--- src/rtl/tone_divider_pkg.sv ---
// Shared definitions for the tone divider bank: default sizes and select-width helper.
// Latency: n/a (declarations only).
// Backpressure: n/a.
package tone_divider_pkg;

    localparam int CHANNELS_DEFAULT = 4;
    localparam int N_DEFAULT        = 16;

    // Width of a channel-select field; never narrower than one bit so a
    // single-channel bank still has a usable (and range-checkable) select.
    function automatic int sel_width(input int channels);
        return (channels > 1) ? $clog2(channels) : 1;
    endfunction

endpackage

--- src/rtl/tone_divider_channel.sv ---
// One divider voice: period/high counter with active and pending config, wave and tick flops.
// Latency: wave/tick registered, reflect the counter state loaded on the same edge.
// Backpressure: none; config writes are always accepted into the pending slot.
module tone_divider_channel
    import tone_divider_pkg::*;
#(
    parameter int N = N_DEFAULT
) (
    input  logic         clk,
    input  logic         rst,
    input  logic         en,
    input  logic         wr,
    input  logic [N-1:0] wr_period,
    input  logic [N-1:0] wr_high,
    input  logic         sync,
    output logic         wave,
    output logic         tick
);

    typedef struct packed {
        logic [N-1:0] period;
        logic [N-1:0] high;
    } cfg_t;

    cfg_t         active_q;
    cfg_t         pending_q;
    cfg_t         active_d;
    cfg_t         pending_d;
    logic [N-1:0] cnt_q;
    logic [N-1:0] cnt_d;
    logic         wrap;

    // Next-state: a write lands in pending and, on any load boundary
    // (wrap, disable, sync), bypasses straight into active. Using >= keeps
    // the counter bounded even if active.period ever sits below cnt_q.
    always_comb begin
        pending_d = pending_q;
        if (wr) begin
            pending_d.period = wr_period;
            pending_d.high   = wr_high;
        end
        wrap     = en && !sync && (cnt_q >= active_q.period);
        active_d = active_q;
        cnt_d    = cnt_q + N'(1);
        if (sync || !en || wrap) begin
            cnt_d    = '0;
            active_d = pending_d;
        end
    end

    // State and output flops; wave compares the values being loaded so it
    // changes cleanly together with the counter.
    always_ff @(posedge clk) begin
        if (rst) begin
            cnt_q     <= '0;
            active_q  <= '0;
            pending_q <= '0;
            wave      <= 1'b0;
            tick      <= 1'b0;
        end else begin
            cnt_q     <= cnt_d;
            active_q  <= active_d;
            pending_q <= pending_d;
            wave      <= en && (cnt_d < active_d.high);
            tick      <= wrap;
        end
    end

endmodule

--- src/rtl/tone_divider_bank.sv ---
// Bank of independent programmable period/duty dividers with wrap ticks and global phase sync.
// Latency: wave/tick registered; config applies at next wrap (enabled) or next cycle (disabled).
// Backpressure: none; out-of-range cfg_sel writes are silently dropped.
module tone_divider_bank
    import tone_divider_pkg::*;
#(
    parameter  int CHANNELS = CHANNELS_DEFAULT,
    parameter  int N        = N_DEFAULT,
    localparam int SW       = sel_width(CHANNELS)
) (
    input  logic                clk,
    input  logic                rst,
    input  logic [CHANNELS-1:0] en,
    input  logic                cfg_wr,
    input  logic [SW-1:0]       cfg_sel,
    input  logic [N-1:0]        cfg_period,
    input  logic [N-1:0]        cfg_high,
    input  logic                sync,
    output logic [CHANNELS-1:0] wave,
    output logic [CHANNELS-1:0] tick
);

    logic [CHANNELS-1:0] wr_vec;

    for (genvar i = 0; i < CHANNELS; i++) begin : g_ch
        // Select decode; indices >= CHANNELS never match any channel.
        assign wr_vec[i] = cfg_wr && (cfg_sel == SW'(i));

        tone_divider_channel #(
            .N (N)
        ) u_channel (
            .clk       (clk),
            .rst       (rst),
            .en        (en[i]),
            .wr        (wr_vec[i]),
            .wr_period (cfg_period),
            .wr_high   (cfg_high),
            .sync      (sync),
            .wave      (wave[i]),
            .tick      (tick[i])
        );
    end

endmodule

--- config.mk ---
export PLATFORM = sky130hd
export DESIGN_NAME = tone_divider_bank
export DESIGN_NICKNAME = d
export VERILOG_FILES = /design/src/rtl/tone_divider_pkg.sv /design/src/rtl/tone_divider_channel.sv /design/src/rtl/tone_divider_bank.sv
export SDC_FILE = /design/constraint.sdc
export NUM_CORES = 1
export LEC_CHECK = 0
export CAP_MARGIN = 40
export CORE_AREA = 2 2 196 198
export DETAILED_ROUTE_END_ITERATION = 16
export DIE_AREA = 0 0 198 200
export MAX_ROUTING_LAYER = met4
export SLEW_MARGIN = 20
export SYNTH_ARGS = -nofsm -noshare
export SYNTH_HDL_FRONTEND = slang
export SYNTH_SLANG_ARGS = --single-unit
export TNS_END_PERCENT = 100
--- constraint.sdc ---
create_clock -name clk -period 5.1 [get_ports clk]
set_clock_uncertainty 0.2 [all_clocks]
set_input_delay 1.02 -clock clk [delete_from_list [all_inputs] [get_ports clk]]
set_output_delay 1.02 -clock clk [all_outputs]
set_load 0.02 [all_outputs]
# Yosys cells after proc, flatten, opt, wreduce, memory -nomap -nowiden

Cells that the tools add are included.

Register bits: 328
Bits in latches: 0
Memory bits (writable): 0
Bits in read-only memories: 0
Bits of input ports: 42
Output and inout bits: 8
Logic and storage cells: 85
Memories kept: 0

$add $sub $neg: 4
$mul: 0
Div/mod/pow operators: 0
$lt $le $gt $ge: 8
Equality and inequality tests: 3
Shifts and indexed selects: 0
Muxes and demuxes: 12
Bitwise gates (word level): 0
Reduce and logical (&&, ||, !) cells: 30

Operators by type and width:

| cell                  | number |
|---|---|
| $mux 16               | 8 |
| $mux 32               | 4 |
| $add 16x1->16 const B | 4 |
| $ge 16x16->1          | 4 |
| $lt 16x16->1          | 4 |
| $logic_and 1x1->1     | 16 |
| $logic_or 1x1->1      | 8 |
| $logic_not 1->1       | 5 |
| $eq 2x2->1 const B    | 2 |
| $eq 2x1->1 const B    | 1 |
| $logic_not 2->1       | 1 |

# Logic depth before layout (Yosys ltp)

Word-level depth: 7
Mapped depth: 17
Mapped depth without buffers: 14

# Modules after synthesis

Synthesis repeated with hierarchy kept, for this count alone.

Cell total of the unflattened synthesis: 1612
Area, all modules: 15242.1 sq um

By module, submodules not included:

| module               | times used | cells an instance | area each (sq um) | seq. area each (sq um) |
|---|---|---|---|---|
| tone_divider_channel | 4          | 402               | 3801.1            | 1641.6 |
| tone_divider_bank    | 1          | 4                 | 37.5              | 0.0 |

# Worst setup path after synthesis

Ideal clock, no wire load.

Kind: input to register
From: input sync
To: register g_ch[0].u_channel.wave
Library setup time: 0.091 ns
Arrival time: 3.585 ns
Data required time: 4.809 ns
Path slack: 1.224 ns
Stages: 12
Buffers on the path: 3
Path through: or4b_1 > or3b_1 > clkbuf_1 > buf_2 > buf_2 > nor2_1 > ha_1 > and4_1 > nand3_1 > o2111ai_1 > a211o_1 > a311oi_1

Longest elaborated chain between the ends: 7
Elaborated cells on any way between the ends: 9
Classes of those cells: 1 x order compare; 2 x mux; 6 x reduce/logical

Ends and longest elaborated chain:

| what                                 | RTL line                   | text |
|---|---|---|
| from (decl)                          | tone_divider_bank.sv:18    | `input logic sync,` |
| $logic_not 1->1                      | tone_divider_channel.sv:42 | `wrap = en && !sync && (cnt_q >= active_q.period);` |
| $logic_and 1x1->1 (2 in series)      | tone_divider_channel.sv:42 |  |
| $logic_or 1x1->1 *                   | tone_divider_channel.sv:45 | `if (sync \|\| !en \|\| wrap) begin` |
| $mux 16 *                            | tone_divider_channel.sv:45 |  |
| named net g_ch[0].u_channel.cnt_d[5] | tone_divider_channel.sv:30 | `logic [N-1:0] cnt_d;` |
| $lt 16x16->1 *                       | tone_divider_channel.sv:64 | `wave <= en && (cnt_d < active_d.high);` |
| $logic_and 1x1->1 *                  | tone_divider_channel.sv:64 |  |
| to (signal assigned)                 | tone_divider_channel.sv:64 |  |
| to (decl)                            | tone_divider_channel.sv:16 | `output logic wave,` |

Mark *: on every way through the listed nets, which the timed path passes. The rest lies on a longest branch.
A chain may end at the register's enable or synchronous reset.

# Final worst setup path

From: input sync
To: register g_ch[0].u_channel.wave

Longest elaborated chain between the ends: 7
Elaborated cells on any way between the ends: 9
Classes of those cells: 1 x order compare; 2 x mux; 6 x reduce/logical

Ends and longest elaborated chain:

| what                            | RTL line |
|---|---|
| $logic_not 1->1                 | tone_divider_channel.sv:42 |
| $logic_and 1x1->1 (2 in series) | tone_divider_channel.sv:42 |
| $logic_or 1x1->1 *              | tone_divider_channel.sv:45 |
| $mux 16                         | tone_divider_channel.sv:45 |
| $lt 16x16->1 *                  | tone_divider_channel.sv:64 |
| $logic_and 1x1->1 *             | tone_divider_channel.sv:64 |

Every way passes the cells marked *; elsewhere a longest branch is shown, timed or not.

==> results_dict.tcl <==
set metrics [dict create \
    status "finished, final reports clean" \
    hpwl_um 25000 \
    layout-drive-gt1-share_pct 9.07 \
    grt_pass1_wl_um 57000 \
    gp_congestion 0.858 \
    dpl_cell_area_um2 16000 \
    yosys-top-cells-count "336 x nor2_1, 328 x dfxtp_1, 129 x mux2i_1, 128 x ha_1, 72 x inv_1" \
    grt_setup_unrepaired "no" \
    post_cts_resized 0 \
    clk_pin_slew_ns 0.06 \
    synth.top_cells.by_area "dfxtp_1 43%, ha_1 11%, mux2i_1 8.5%" \
    drv_slew 0 \
    fillerInstances 3610 \
    instances_no_fill 2153 \
    synth.distinct_cells 52 \
    syn_area_per_cell_um2 9.45 \
    irDropWorstVdd_v 0.000188 \
    yosysMostFrequentCell "nor2_1" \
    antenna_left 0 \
    cts.sinks 328 \
    die-area_um2 39600 \
    p_per_area_nw_per_um2 334 \
    grtUsageTotal_pct 19.1 \
    antennaDiodeCount 0 \
    cts-root-buf "clkbuf_16" \
    routedWlPerCell_um 16.8 \
    ys_ff_latch 328 \
    dp.cells 2093 \
    fp.dieH_um 200 \
    top_layer "met4" \
    met2_length_um 16600 \
    nets 1791 \
    clockBufferDepth 3 \
    ios 50 \
    end_kind "flip-flop" \
    path_class "in -> reg" \
    grt_pass1_vias 10500 \
    grt_max_degree 87 \
    cts_tree "yes" \
    ys_seq_area_share_pct 43.4 \
    cap_viol_max_count 0 \
    fmax_mhz 226 \
    num_vias 10800 \
    hp-class "reg -> reg" \
    synth_fp_nets 1771 \
    yosysTopAreaCell "dfxtp_1" \
    syn_to_final_growth_pct 13.1 \
    die_w_um 198 \
    relSlewSlack_pct 44.2 \
    clock_latency_ns 0.51 \
    ys.flop_type "dfxtp_1" \
    synthCells 1601 \
    yosysTopAreaCellShare_pct 43.4 \
    fin_crit_ns 4.43 \
    overflow 0 \
    numCtsBuffers 36 \
    design.core.area_um2 37400 \
    start_kind "input pin" \
    vias_per_cell 5.01 \
    leakagePower_nw 7.42 \
    wl_um 36100 \
    h-tree-depth 2 \
    rows 71 \
    drt_first_iter_violations 586 \
    dr.pass1.iters 4 \
    start_util_pct 40.5 \
    cts_setup_buffers 0 \
    setup_viol 0 \
    wl_met1_um 17500 \
    worst_pin_slew_ns 0.834 \
    worstPathMaxFanout 28 \
    fin_area_um2 17100 \
    netlist_area_um2 15100 \
    hold_viol_final 0 \
    critPathArrivalTime_ns 4.64 \
    cts-hold-fix-buffers 0 \
    antenna_found_initial 2 \
    synth-async-reset-ratio_pct 0 \
    drc 0 \
    io_buffer_count 49 \
    ys_warn_count 0 \
    wl_met3_um 1180 \
    setup_tns_ns 0 \
    synth_edf_count 0 \
    required_ns 5.31 \
    timing.final.crit_share_pct 86.9 \
]
[state kept, by name, summed over array words and instances, names as in the netlist]
signal / flops
g_ch.u_channel.wave: 4
g_ch.u_channel.cnt_q: 64
g_ch.u_channel.pending_q: 128
g_ch.u_channel.tick: 4
g_ch.u_channel.active_q: 128
[critical path, cell delays in order]
cell	delay [ns]
clkdlybuf4s50_1	0.60
or4b_1	0.58
or3b_2	0.79
mux2i_1	0.34
ha_1	0.29
and4_1	0.23
nand3_1	0.13
o2111ai_1	0.15
a211o_1	0.29
a311oi_1	0.22
[report_power, final]
group / total [mW] / internal (mW) / switching (mW)
Combinational: 0.615 / 0.247 / 0.368
Clock: 2.39 / 1.38 / 1.01
Sequential: 2.71 / 2.67 / 0.0397
Total: 5.71 / 4.29 / 1.42
[final timing paths]
check / slack, ns / cells after the start / end / start
hold / removal: 0.28 / 1 / g_ch[3].u_channel.cnt_q[0] / g_ch[3].u_channel.cnt_q[0]
setup / recovery: 0.67 / 10 / g_ch[0].u_channel.wave / sync
setup reg to reg: 0.71 / 13 / g_ch[0].u_channel.wave / g_ch[0].u_channel.cnt_q[0]
hold reg to reg: 0.28 / 1 / g_ch[3].u_channel.cnt_q[0] / g_ch[3].u_channel.cnt_q[0]
[layer usage]
metal | global-route usage [%] | up-vias
met5 | - | -
met4 | 4.96 | 0
met3 | 2.42 | 52
met2 | 31.5 | 132
met1 | 24.9 | 5087
li1 | - | 5519
[layout by cell type (no fill, tap or decap), drive strengths merged, types with 10 or more instances in the layout]
cell type | netlist | final
nand3 | 27 | 27
xor2 | 40 | 40
nor2 | 346 | 346
mux2 | 61 | 61
dfxtp | 328 | 328
mux2i | 129 | 129
nand4 | 36 | 36
buf | 37 | 19
ha | 128 | 128
nor2b | 69 | 69
a21oi | 40 | 40
a211oi | 71 | 71
a21o | 12 | 12
and4 | 10 | 10
o21ai | 19 | 19
nor3 | 15 | 15
xnor2 | 16 | 16
nand2 | 41 | 41
clkdlybuf4s50 | 0 | 48
clkbuf | 49 | 52
inv | 72 | 72
[metrics by stage]
step | hold WS (ns) | power, mW | utilization (%) | setup WS [ns]
finish | 0.276 | 5.71 | 45.7 | 0.668
global route | 0.314 | 5.96 | 45.7 | 0.428
CTS | 0.280 | 5.78 | 45.7 | 0.725
detailed placement | 0.267 | 3.38 | 42.8 | 0.226
global placement | 0.264 | 3.36 | 42.8 | 0.292
floorplan | 0.237 | 3.19 | - | 1.22
[final cells by class]
class                           count  area (um2)  share of cell area, %
Multi-Input combinational cell   1115        7900                   46.2
Clock inverter                      8        42.5                  0.249
Clock buffer                       51        1020                   5.95
Tap cell                          511         639                   3.74
Inverter                           72         270                   1.58
Timing Repair Buffer               68         669                   3.91
Sequential cell                   328        6570                   38.4
[kinds of logic after synthesis]
| family | share of synthesized area (%) |
|---|---|
| muxes | 13.1 |
| AOI/OAI and AO/OA | 7.36 |
| and+or+nand+nor | 17.9 |
| adders and majority gates | 10.6 |
| DFF | 43.4 |
| xor gates and xnor gates | 3.24 |
| buffers and inverters | 4.48 |
No activity file was read; power rests on OpenSTA's default activity.
